File: src/rtl/bcd_conv_sched.sv
`timescale 1ns/1ps
`default_nettype none
// ============================================================================
//  Module   : bcd_conv_sched
//  Brief    : Round-robin scheduler that time-shares one combinational
//             binary-to-BCD converter among NUM_CH req/ack requesters.
//             Each conversion runs IDLE -> CONV -> ACK (3 cycles); the
//             operand is latched at grant so later bin_in changes are
//             ignored, and the result lands in a per-channel register.
//  Revision : 1.0 - initial release
// ============================================================================
module bcd_conv_sched #(
    parameter int NUM_CH = 4,
    parameter int BIN_W  = 6,
    parameter int BCD_W  = 8,
    parameter int ID_W   = $clog2(NUM_CH)
) (
    input  logic                      clk,
    input  logic                      rst,
    input  logic [NUM_CH-1:0]         req,
    input  logic [NUM_CH*BIN_W-1:0]   bin_in,
    output logic [BIN_W-1:0]          conv_bin,
    input  logic [BCD_W-1:0]          conv_bcd,
    output logic [NUM_CH-1:0]         ack,
    output logic [NUM_CH*BCD_W-1:0]   bcd_out,
    output logic [ID_W-1:0]           grant_id,
    output logic                      busy
);

    localparam logic [1:0]        c_IDLE    = 2'd0;
    localparam logic [1:0]        c_CONV    = 2'd1;
    localparam logic [1:0]        c_ACK     = 2'd2;
    localparam logic [ID_W-1:0]   c_LAST_CH = ID_W'(NUM_CH - 1);
    localparam logic [NUM_CH-1:0] c_ONE     = NUM_CH'(1);

    logic [1:0]              r_state;
    logic [ID_W-1:0]         r_last;
    logic [ID_W-1:0]         r_grant;
    logic [BIN_W-1:0]        r_conv_bin;
    logic [NUM_CH-1:0]       r_ack;
    logic [NUM_CH*BCD_W-1:0] r_bcd;

    logic [ID_W-1:0]         w_sel;
    logic [ID_W-1:0]         w_idx;
    logic                    w_any;
    logic [BIN_W-1:0]        w_bin;

    // Round-robin search starting one past the last granted channel; the
    // first requester found in wrap-around order wins.
    always_comb begin
        w_sel = r_last;
        w_any = 1'b0;
        w_idx = r_last;
        for (int i = 0; i < NUM_CH; i++) begin
            if (w_idx == c_LAST_CH) begin
                w_idx = '0;
            end else begin
                w_idx = w_idx + ID_W'(1);
            end
            if (!w_any && req[w_idx]) begin
                w_sel = w_idx;
                w_any = 1'b1;
            end
        end
    end

    // Operand mux: binary value of the channel the search selected.
    always_comb begin
        w_bin = '0;
        for (int k = 0; k < NUM_CH; k++) begin
            if (w_sel == ID_W'(k)) begin
                w_bin = bin_in[k*BIN_W +: BIN_W];
            end
        end
    end

    // Control FSM: grant and latch operand in IDLE, pulse ack leaving CONV,
    // return to IDLE after the single ACK cycle.
    always_ff @(posedge clk or posedge rst) begin
        if (rst) begin
            r_state    <= c_IDLE;
            r_last     <= c_LAST_CH;
            r_grant    <= '0;
            r_conv_bin <= '0;
            r_ack      <= '0;
        end else begin
            r_ack <= '0;
            case (r_state)
                c_IDLE: begin
                    if (w_any) begin
                        r_grant    <= w_sel;
                        r_conv_bin <= w_bin;
                        r_last     <= w_sel;
                        r_state    <= c_CONV;
                    end
                end
                c_CONV: begin
                    r_ack   <= c_ONE << r_grant;
                    r_state <= c_ACK;
                end
                c_ACK: begin
                    r_state <= c_IDLE;
                end
                default: begin
                    r_state <= c_IDLE;
                end
            endcase
        end
    end

    // Result capture: only the granted channel's slot is written, at the
    // end of CONV when the shared converter output has settled.
    always_ff @(posedge clk or posedge rst) begin
        if (rst) begin
            r_bcd <= '0;
        end else if (r_state == c_CONV) begin
            for (int k = 0; k < NUM_CH; k++) begin
                if (r_grant == ID_W'(k)) begin
                    r_bcd[k*BCD_W +: BCD_W] <= conv_bcd;
                end
            end
        end
    end

    assign conv_bin = r_conv_bin;
    assign ack      = r_ack;
    assign bcd_out  = r_bcd;
    assign grant_id = r_grant;
    assign busy     = (r_state != c_IDLE);

endmodule
`default_nettype wire

File: config.mk
export PLATFORM = sky130hd
export DESIGN_NAME = bcd_conv_sched
export DESIGN_NICKNAME = d
export VERILOG_FILES = /design/src/rtl/bcd_conv_sched.sv
export SDC_FILE = /design/constraint.sdc
export NUM_CORES = 1
export LEC_CHECK = 0
export ABC_CLOCK_PERIOD_IN_PS = 4900
export CORE_AREA = 5 5 94 96
export CTS_BUF_LIST = sky130_fd_sc_hd__clkbuf_8
export DETAILED_ROUTE_END_ITERATION = 7
export DIE_AREA = 0 0 99 101
export PLACE_DENSITY_LB_ADDON = 0.3
export SYNTH_ARGS = -nofsm -noshare
export SYNTH_HDL_FRONTEND = slang
export SYNTH_SLANG_ARGS = --single-unit
File: constraint.sdc
create_clock -name clk -period 4.9 [get_ports clk]
set_input_delay 1.47 -clock clk [delete_from_list [all_inputs] [get_ports clk]]
set_output_delay 1.47 -clock clk [all_outputs]
set_load 0.03 [all_outputs]
==> run summary, run 1 <==
TIMING
--------------------------------------------------------------------------------
Final worst path period need ......................................      3520 ps
Final period util .................................................        71.8%
Number of pins exceeding their max-slew limit in the final report .            0
Clock tree skew after final layout ................................      10.5 ps
Measured slew at the worst slew-check pin .........................       985 ps
Final hold slack ..................................................       469 ps
TNS Setup .........................................................         0 ps
Unrepaired setup endpoints after global routing ...................           no
Achievable frequency ..............................................      284 MHz
Final hold violation count ........................................            0
Final setup violation count .......................................            0
Slew HR ...........................................................        34.2%

YOSYS
--------------------------------------------------------------------------------
Largest family of logic cells by synthesized area ................. multiplexers
Most used flip-flop cell after synthesis .......................... sky130_fd_sc_hd__dfrtp_1
Cell type contributing the most total cell area after synthesis ... sky130_fd_sc_hd__dfrtp_1
Asr flop ratio synth ..............................................         100%
Xor/xnor share of the synthesized area ............................       0.382%
Average instance area after synthesis .............................    12.7 um^2
Syn_nets ..........................................................          220
Biggest area contributors in the synthesized netlist .............. sky130_fd_sc_hd__dfrtp_1 50%, sky130_fd_sc_hd__mux2_2 16%, sky130_fd_sc_hd__mux2i_1 6.5%
Multiplexer share of the synthesized area .........................        22.7%
Yosys warning count ...............................................            0
Proportion of synthesized chip area in sequential cells ...........        52.5%
Netlist cell types ................................................           42
Synth Area in Compound Gates ......................................        10.6%
Number of flops mapped to enable cells by yosys ...................            0
Number of instances in the synthesized netlist ....................          181
Post-synthesis instance area ......................................    2290 um^2
Simple-gate area share of the yosys netlist .......................        8.34%
Fraction of the mapped netlist area in adder cells ................       0.545%
Seq cells post-synth ..............................................           48
Fraction of post-synthesis cell area in the top cell type by area .        50.2%

DIE
--------------------------------------------------------------------------------
Die area ..........................................................   10000 um^2
Standard-cell row count ...........................................           33
Number of top-level pins ..........................................           83
Die Span X ........................................................        99 um
Floorplan Core Area ...............................................    7970 um^2
Initial Utilization ...............................................        28.8%
Die Ht ............................................................       101 um

POWER
--------------------------------------------------------------------------------
P_leak ............................................................      1.38 nW
Proportion of power drawn by the clock network ....................        13.2%
Proportion of power drawn by combinational gates ..................        58.8%
Internal power consumption ........................................      1.51 mW
Total power density per cell area .................................  786 nW/um^2
Sw Pwr ............................................................      1.09 mW
Switching Share ...................................................        41.9%
Relative contribution of sequential cells to total power ..........        28.0%
Worst voltage drop across the vdd grid ............................   0.000369 V

CRITICAL PATH
--------------------------------------------------------------------------------
Largest stage delay, worst path ...................................       750 ps
CP max FO .........................................................           11
Worst path required time ..........................................      5040 ps
Setup crit start kind ............................................. primary input
Critical path arrival .............................................      3660 ps
CP cell instances ................................................. clkdlybuf4s50_1 > nor2_2 > or3_1 > a21boi_1 > a41oi_1 > a21oi_1 > a221oi_1
Worst-path cell with the longest stage delay ...................... sky130_fd_sc_hd__clkdlybuf4s50_1
Cell class contributing the biggest share of worst-path delay ..... compound AO/OA/AOI/OAI gates
WP buf/inv ........................................................            1
CP endpoint kind ..................................................         flop
Setup CP Type .....................................................    in -> reg

GLOBAL ROUTING
--------------------------------------------------------------------------------
Antenna violations before repair ..................................            0
Congestion Overflow GR ............................................            0
First-pass GRT wire length ........................................      9220 um
Global-route total usage across every layer .......................        11.4%
Pin count of the biggest net entering global routing ..............           49
Via count of the first global-routing pass ........................         1740

PLACE
--------------------------------------------------------------------------------
DP Cell Count .....................................................          356
Placed wire-length estimate .......................................      4060 um
Port bufs .........................................................           82
Routability Congestion ............................................        0.853

FINISH
--------------------------------------------------------------------------------
Antenna cell count ................................................            0
Post-layout instance count excluding filler cells .................          364
Commonest non-fill, non-tap cell in the layout .................... sky130_fd_sc_hd__clkdlybuf4s50_1
Fillers ...........................................................          770
Share of layout cells above drive strength 1 ......................        20.5%
Area Growth Syn to Fin ............................................        43.8%
Top library cells by usage in the layout, fill and taps aside ..... 82 x sky130_fd_sc_hd__clkdlybuf4s50_1, 46 x sky130_fd_sc_hd__dfrtp_1, 33 x sky130_fd_sc_hd__mux2_2
Final Net Count ...................................................          297

DRT
--------------------------------------------------------------------------------
Average vias per placed instance ..................................         4.66
Wirelength per Cell ...............................................      15.5 um
Remaining antenna violation count .................................            0
Final WL ..........................................................      5650 um
Iter 0 DRT Violations .............................................           53
Count of vias placed by the detailed router .......................         1696
Pre-Repair DR Iteration Count .....................................            4
Number of remaining DRC errors ....................................            0

CLOCK TREE
--------------------------------------------------------------------------------
Number of setup buffers added after CTS ...........................            0
Maximum buffer depth of the clock tree ............................            2
Inserted Clock Buffers ............................................            5
Level count of the clock H-tree ...................................            2
Root buf cell ..................................................... sky130_fd_sc_hd__clkbuf_8
CTS tree ..........................................................        built
Hold-fix buffers, CTS .............................................            0
Number of sinks handled by clock tree synthesis ...................           48
CTS-repair resized insts ..........................................            0
Clock Pin Slew Worst Setup and Hold Paths .........................        90 ps
Clock latency at the later pin of the worst-skew pair .............       300 ps

FLOW RUN
--------------------------------------------------------------------------------
Number of maximum-capacitance constraint violations ...............            0

WORST HOLD PATH
--------------------------------------------------------------------------------
Worst hold-check path type ........................................   reg -> reg

RUN STATUS
--------------------------------------------------------------------------------
Run status ........................................................ finished, final reports clean

## worst paths after layout
path,from,endpoint,slack [ps],depth (start not counted)
min in group asynchronous,rst,ack[2]$_DFF_PP0_,1720,2
max,req[2],conv_bin[5]$_DFFE_PP0P_,1380,7
max in group asynchronous,rst,bcd_out[21]$_DFFE_PP0P_,2570,2
min,r_state[1]$_DFFE_PP0P_,r_state[1]$_DFFE_PP0P_,470,1
min reg2reg,r_state[1]$_DFFE_PP0P_,r_state[1]$_DFFE_PP0P_,470,1
max reg2reg,r_last[0]$_DFFE_PP1P_,conv_bin[5]$_DFFE_PP0P_,2100,7
## worst reg2reg max path: stages (launching register included)
cell	delay (ps)
sky130_fd_sc_hd__dfstp_2	760
sky130_fd_sc_hd__ha_1	420
sky130_fd_sc_hd__nor2b_4	200
sky130_fd_sc_hd__a211o_1	300
sky130_fd_sc_hd__a21oi_1	120
sky130_fd_sc_hd__o221ai_1	150
sky130_fd_sc_hd__a21oi_1	540
sky130_fd_sc_hd__a221oi_1	160
## routing by layer
layer	global-route usage (%)	wire length, um	up-vias
met5	0	0	-
met4	2.73	43	0
met3	4.91	499	5
met2	18.5	2700	54
met1	14.1	2410	826
li1	-	-	811
## logic make-up after synthesis
group,Yosys count
adders and majority gates,1
buffers and inverters,18
and+or+nand+nor,33
muxes,48
DFF,48
xor gates and xnor gates,1
AOI/OAI and AO/OA,32
## synthesized netlist by cell type, drive strengths merged, types with 2 or more instances
master	instances
o21ai	2
nor2b	2
mux2	33
nand2	3
a211o	2
mux2i	15
a21oi	10
nor2	15
inv	6
buf	8
nor3b	3
nand3b	2
dfstp	2
nand3	2
dfrtp	46
clkbuf	4
a221oi	6
a22oi	2
a21o	3
## state kept, by name, indices dropped and copies added (netlist names)
register	cells
conv_bin	6
ack	4
bcd_out	32
grant_id	2
r_state	2
r_last	2
## power by group through the flow
stage | Clock, mW | Sequential [mW] | Combinational [mW]
after floorplan | 0 | 1.05 | 0.715
final | 0.343 | 0.726 | 1.52
after global routing | 0.368 | 0.756 | 1.64
after global placement | 0 | 0.725 | 1.53
after detailed placement | 0 | 0.732 | 1.54
after CTS | 0.356 | 0.727 | 1.55
## stage by stage
step / util [%] / power (mW) / instance area (um^2) / worst slack [ps]
finish: 41.4 / 2.59 / 3300 / 1380
global route: 41.4 / 2.77 / 3300 / 1210
CTS: 41.4 / 2.63 / 3300 / 1390
detailed placement: 39.7 / 2.28 / 3160 / 1050
global placement: 39.7 / 2.26 / 3160 / 1130
floorplan: - / 1.77 / 2290 / 2020
## final cells by class
cell class                 instances  area (um^2)  area share, %
sequential                        48         1200           36.5
multi-input combinational        115          983           29.8
timing repair buffer              82          821           24.9
tap                              105          131           3.98
clock buffer                       5         68.8           2.09
clock inverter                     3         68.8           2.09
inverter                           6         22.5          0.683
No activity file was read; power rests on OpenSTA's default activity.
==> inputs of run 2 (changes only) <==
- ABC_CLOCK_PERIOD_IN_PS: 4900 -> 2800
- clock period: 4.9 -> 2.8 ns (I/O delays scaled with it)
==> run summary, run 2 (synthesis gave the netlist of run 1 again) <==
RUN STATUS
--------------------------------------------------------------------------------
Run status ........................................................ finished, final reports clean

CRITICAL PATH
--------------------------------------------------------------------------------
Worst reg-to-reg setup slack ......................................       360 ps   -1740 ps
End of the worst register-to-register path ........................ conv_bin[1]$_DFFE_PP0P_
Worst-path cell with the longest stage delay ...................... sky130_fd_sc_hd__clkdlybuf4s50_1
Setup crit start kind ............................................. primary input
WP buf/inv ........................................................            3   +2
End point of the critical path .................................... conv_bin[1]$_DFFE_PP0P_
Largest stage delay, worst path ...................................       550 ps   -200 ps
Worst path required time ..........................................      2990 ps   -2050 ps
CP cell instances ................................................. clkdlybuf4s50_1 > buf_4 > nand2b_4 > a21oi_1 > a2111oi_2 > a21oi_4 > buf_4 > mux2i_1 > a221oi_1
Critical path arrival .............................................      2850 ps   -810 ps
Startpoint of the lowest-slack register-to-register path .......... r_last[1]$_DFFE_PP1P_
Setup crit start ..................................................       req[2]
CP max FO .........................................................            8   -3
Setup CP Type .....................................................    in -> reg
Cell depth of the worst setup path ................................            9   +2
Cell class contributing the biggest share of worst-path delay ..... buffers and inverters
CP endpoint kind ..................................................         flop
Logic depth of the worst register-to-register path ................            8   +1
Most repeated library cell on the critical path ................... sky130_fd_sc_hd__buf_4

TIMING
--------------------------------------------------------------------------------
Final setup violation count .......................................            0   unchanged
Measured slew at the worst slew-check pin .........................       531 ps   -454 ps
Final hold slack ..................................................       470 ps   +1.67 ps
Final worst path period need ......................................      2660 ps
Final period util .................................................        95.0%
Achievable frequency ..............................................      376 MHz
Final hold violation count ........................................            0   unchanged
Unrepaired setup endpoints after global routing ...................           no
TNS Setup .........................................................         0 ps   unchanged
Number of pins exceeding their max-slew limit in the final report .            0   unchanged
Slew HR ...........................................................        64.5%   +30 points
Clock tree skew after final layout ................................      8.38 ps   -2.10 ps

DRT
--------------------------------------------------------------------------------
Wirelength per Cell ...............................................      15.4 um   -1.0%
Average vias per placed instance ..................................         4.55   -2.3%
Final WL ..........................................................      5870 um   +3.9%
Number of remaining DRC errors ....................................            0   unchanged
Remaining antenna violation count .................................            0   unchanged
Iter 0 DRT Violations .............................................           30   -43%
Pre-Repair DR Iteration Count .....................................            4   unchanged
Count of vias placed by the detailed router .......................         1739   +2.5%

DIE
--------------------------------------------------------------------------------
Standard-cell row count ...........................................           33   unchanged
Die area ..........................................................   10000 um^2   unchanged
Die Span X ........................................................        99 um   unchanged
Initial Utilization ...............................................        28.8%   unchanged
Number of top-level pins ..........................................           83   unchanged
Floorplan Core Area ...............................................    7970 um^2   unchanged
Die Ht ............................................................       101 um   unchanged

GLOBAL ROUTING
--------------------------------------------------------------------------------
Via count of the first global-routing pass ........................         1831   +5.2%
Pin count of the biggest net entering global routing ..............           27   -45%
Antenna violations before repair ..................................            0   unchanged
Congestion Overflow GR ............................................            0   unchanged
First-pass GRT wire length ........................................      9650 um   +4.7%
Global-route total usage across every layer .......................        12.1%   +0.67 points

FINISH
--------------------------------------------------------------------------------
Top library cells by usage in the layout, fill and taps aside ..... 82 x sky130_fd_sc_hd__clkdlybuf4s50_1, 46 x sky130_fd_sc_hd__dfrtp_1, 33 x sky130_fd_sc_hd__mux2_2
Area Growth Syn to Fin ............................................        50.9%
Multi-input combinational cell area ...............................     987 um^2   +0.38%
Final Net Count ...................................................          315   +6.1%
Flip-flop count of the largest register after layout ..............           32   unchanged
Antenna cell count ................................................            0   unchanged
Fillers ...........................................................          734   -4.7%
Commonest non-fill, non-tap cell in the layout .................... sky130_fd_sc_hd__clkdlybuf4s50_1
Share of layout cells above drive strength 1 ......................        26.0%   +5.5 points
Reg area ..........................................................    1200 um^2   unchanged

PLACE
--------------------------------------------------------------------------------
Port bufs .........................................................           82   unchanged
Placed wire-length estimate .......................................      4290 um   +5.6%
Routability Congestion ............................................        0.886   +3.9%

CLOCK TREE
--------------------------------------------------------------------------------
Maximum buffer depth of the clock tree ............................            2   unchanged
Clock latency at the later pin of the worst-skew pair .............       300 ps   about the same
Hold-fix buffers, CTS .............................................            0   unchanged
Level count of the clock H-tree ...................................            2   unchanged
Clock Pin Slew Worst Setup and Hold Paths .........................        90 ps   about the same
Inserted Clock Buffers ............................................            5   unchanged
Number of sinks handled by clock tree synthesis ...................           48   unchanged
CTS tree ..........................................................        built
Root buf cell ..................................................... sky130_fd_sc_hd__clkbuf_8

POWER
--------------------------------------------------------------------------------
Worst voltage drop across the vdd grid ............................   0.000652 V   +77%
Internal power consumption ........................................      2.76 mW   +83%
Proportion of power drawn by the clock network ....................        12.8%   -0.4 points
P_leak ............................................................      1.48 nW   +7.1%
Switching Share ...................................................        41.2%   -0.71 points
Proportion of power drawn by combinational gates ..................        60.9%   +2.1 points
Relative contribution of sequential cells to total power ..........        26.4%   -1.6 points
Total power density per cell area ................................. 1350 nW/um^2   +72%
Sw Pwr ............................................................      1.93 mW   +78%
Power after layout ................................................      4.69 mW   +81%

WORST HOLD PATH
--------------------------------------------------------------------------------
Worst hold-check path type ........................................   reg -> reg
Origin of the worst min-delay path ................................ r_state[1]$_DFFE_PP0P_

FLOW RUN
--------------------------------------------------------------------------------
Number of maximum-capacitance constraint violations ...............            0   unchanged

==> run 2: through the flow <==
stage / utilization (%) / worst slack [ps] / area (um^2) / cells
after floorplan: - / 552 / 2290 / 181
after global placement: 41.3 / -223 / 3290 / 372
after detailed placement: 41.3 / -289 / 3290 / 372
after CTS: 43.1 / 35.2 / 3430 / 380
after global routing: 43.5 / 9.04 / 3460 / 382
final: 43.5 / 141 / 3460 / 382
==> run 2: power by group through the flow <==
stage	clock [mW]	combinational (mW)	sequential (mW)
floorplan	0	1.25	1.85
global placement	0	2.78	1.24
detailed placement	0	2.79	1.25
CTS	0.620	2.81	1.24
global route	0.647	3.06	1.29
finish	0.600	2.85	1.24
==> run 2: how the worst min path moves through the flow <==
stage	depth (start not counted)	slack (ps)	endpoint
2_1_floorplan	1	430	r_state[1]$_DFFE_PP0P_
3_3_place_gp	1	450	r_state[1]$_DFFE_PP0P_
3_5_place_dp	1	460	r_state[1]$_DFFE_PP0P_
4_1_cts	1	480	r_state[1]$_DFFE_PP0P_
5_1_grt	1	520	r_state[1]$_DFFE_PP0P_
6_report	1	470	r_state[1]$_DFFE_PP0P_
==> run 2: cell type report <==
type / count / area share [%]
flip-flops and latches: 48 / 34.8
clock buffers: 5 / 1.99
clock inverters: 3 / 1.99
inverters: 6 / 0.650
well taps: 105 / 3.79
multi-input cells: 115 / 28.5
repair buffers: 100 / 28.3
==> run 2: metal layers <==
layer / global-route usage [%] / share of wire [%] / vias up
met5: 0 / 0 / -
met4: 3.15 / 1.0 / 0
met3: 4.57 / 7.0 / 5
met2: 19.3 / 48 / 51
met1: 15.5 / 44 / 844
li1: - / - / 839
==> run 2: repair_timing <==
action                                  in CTS  in global routing
resized for setup                            0                  1
endpoints found under the setup margin       0                  6
setup buffers                                0                  2
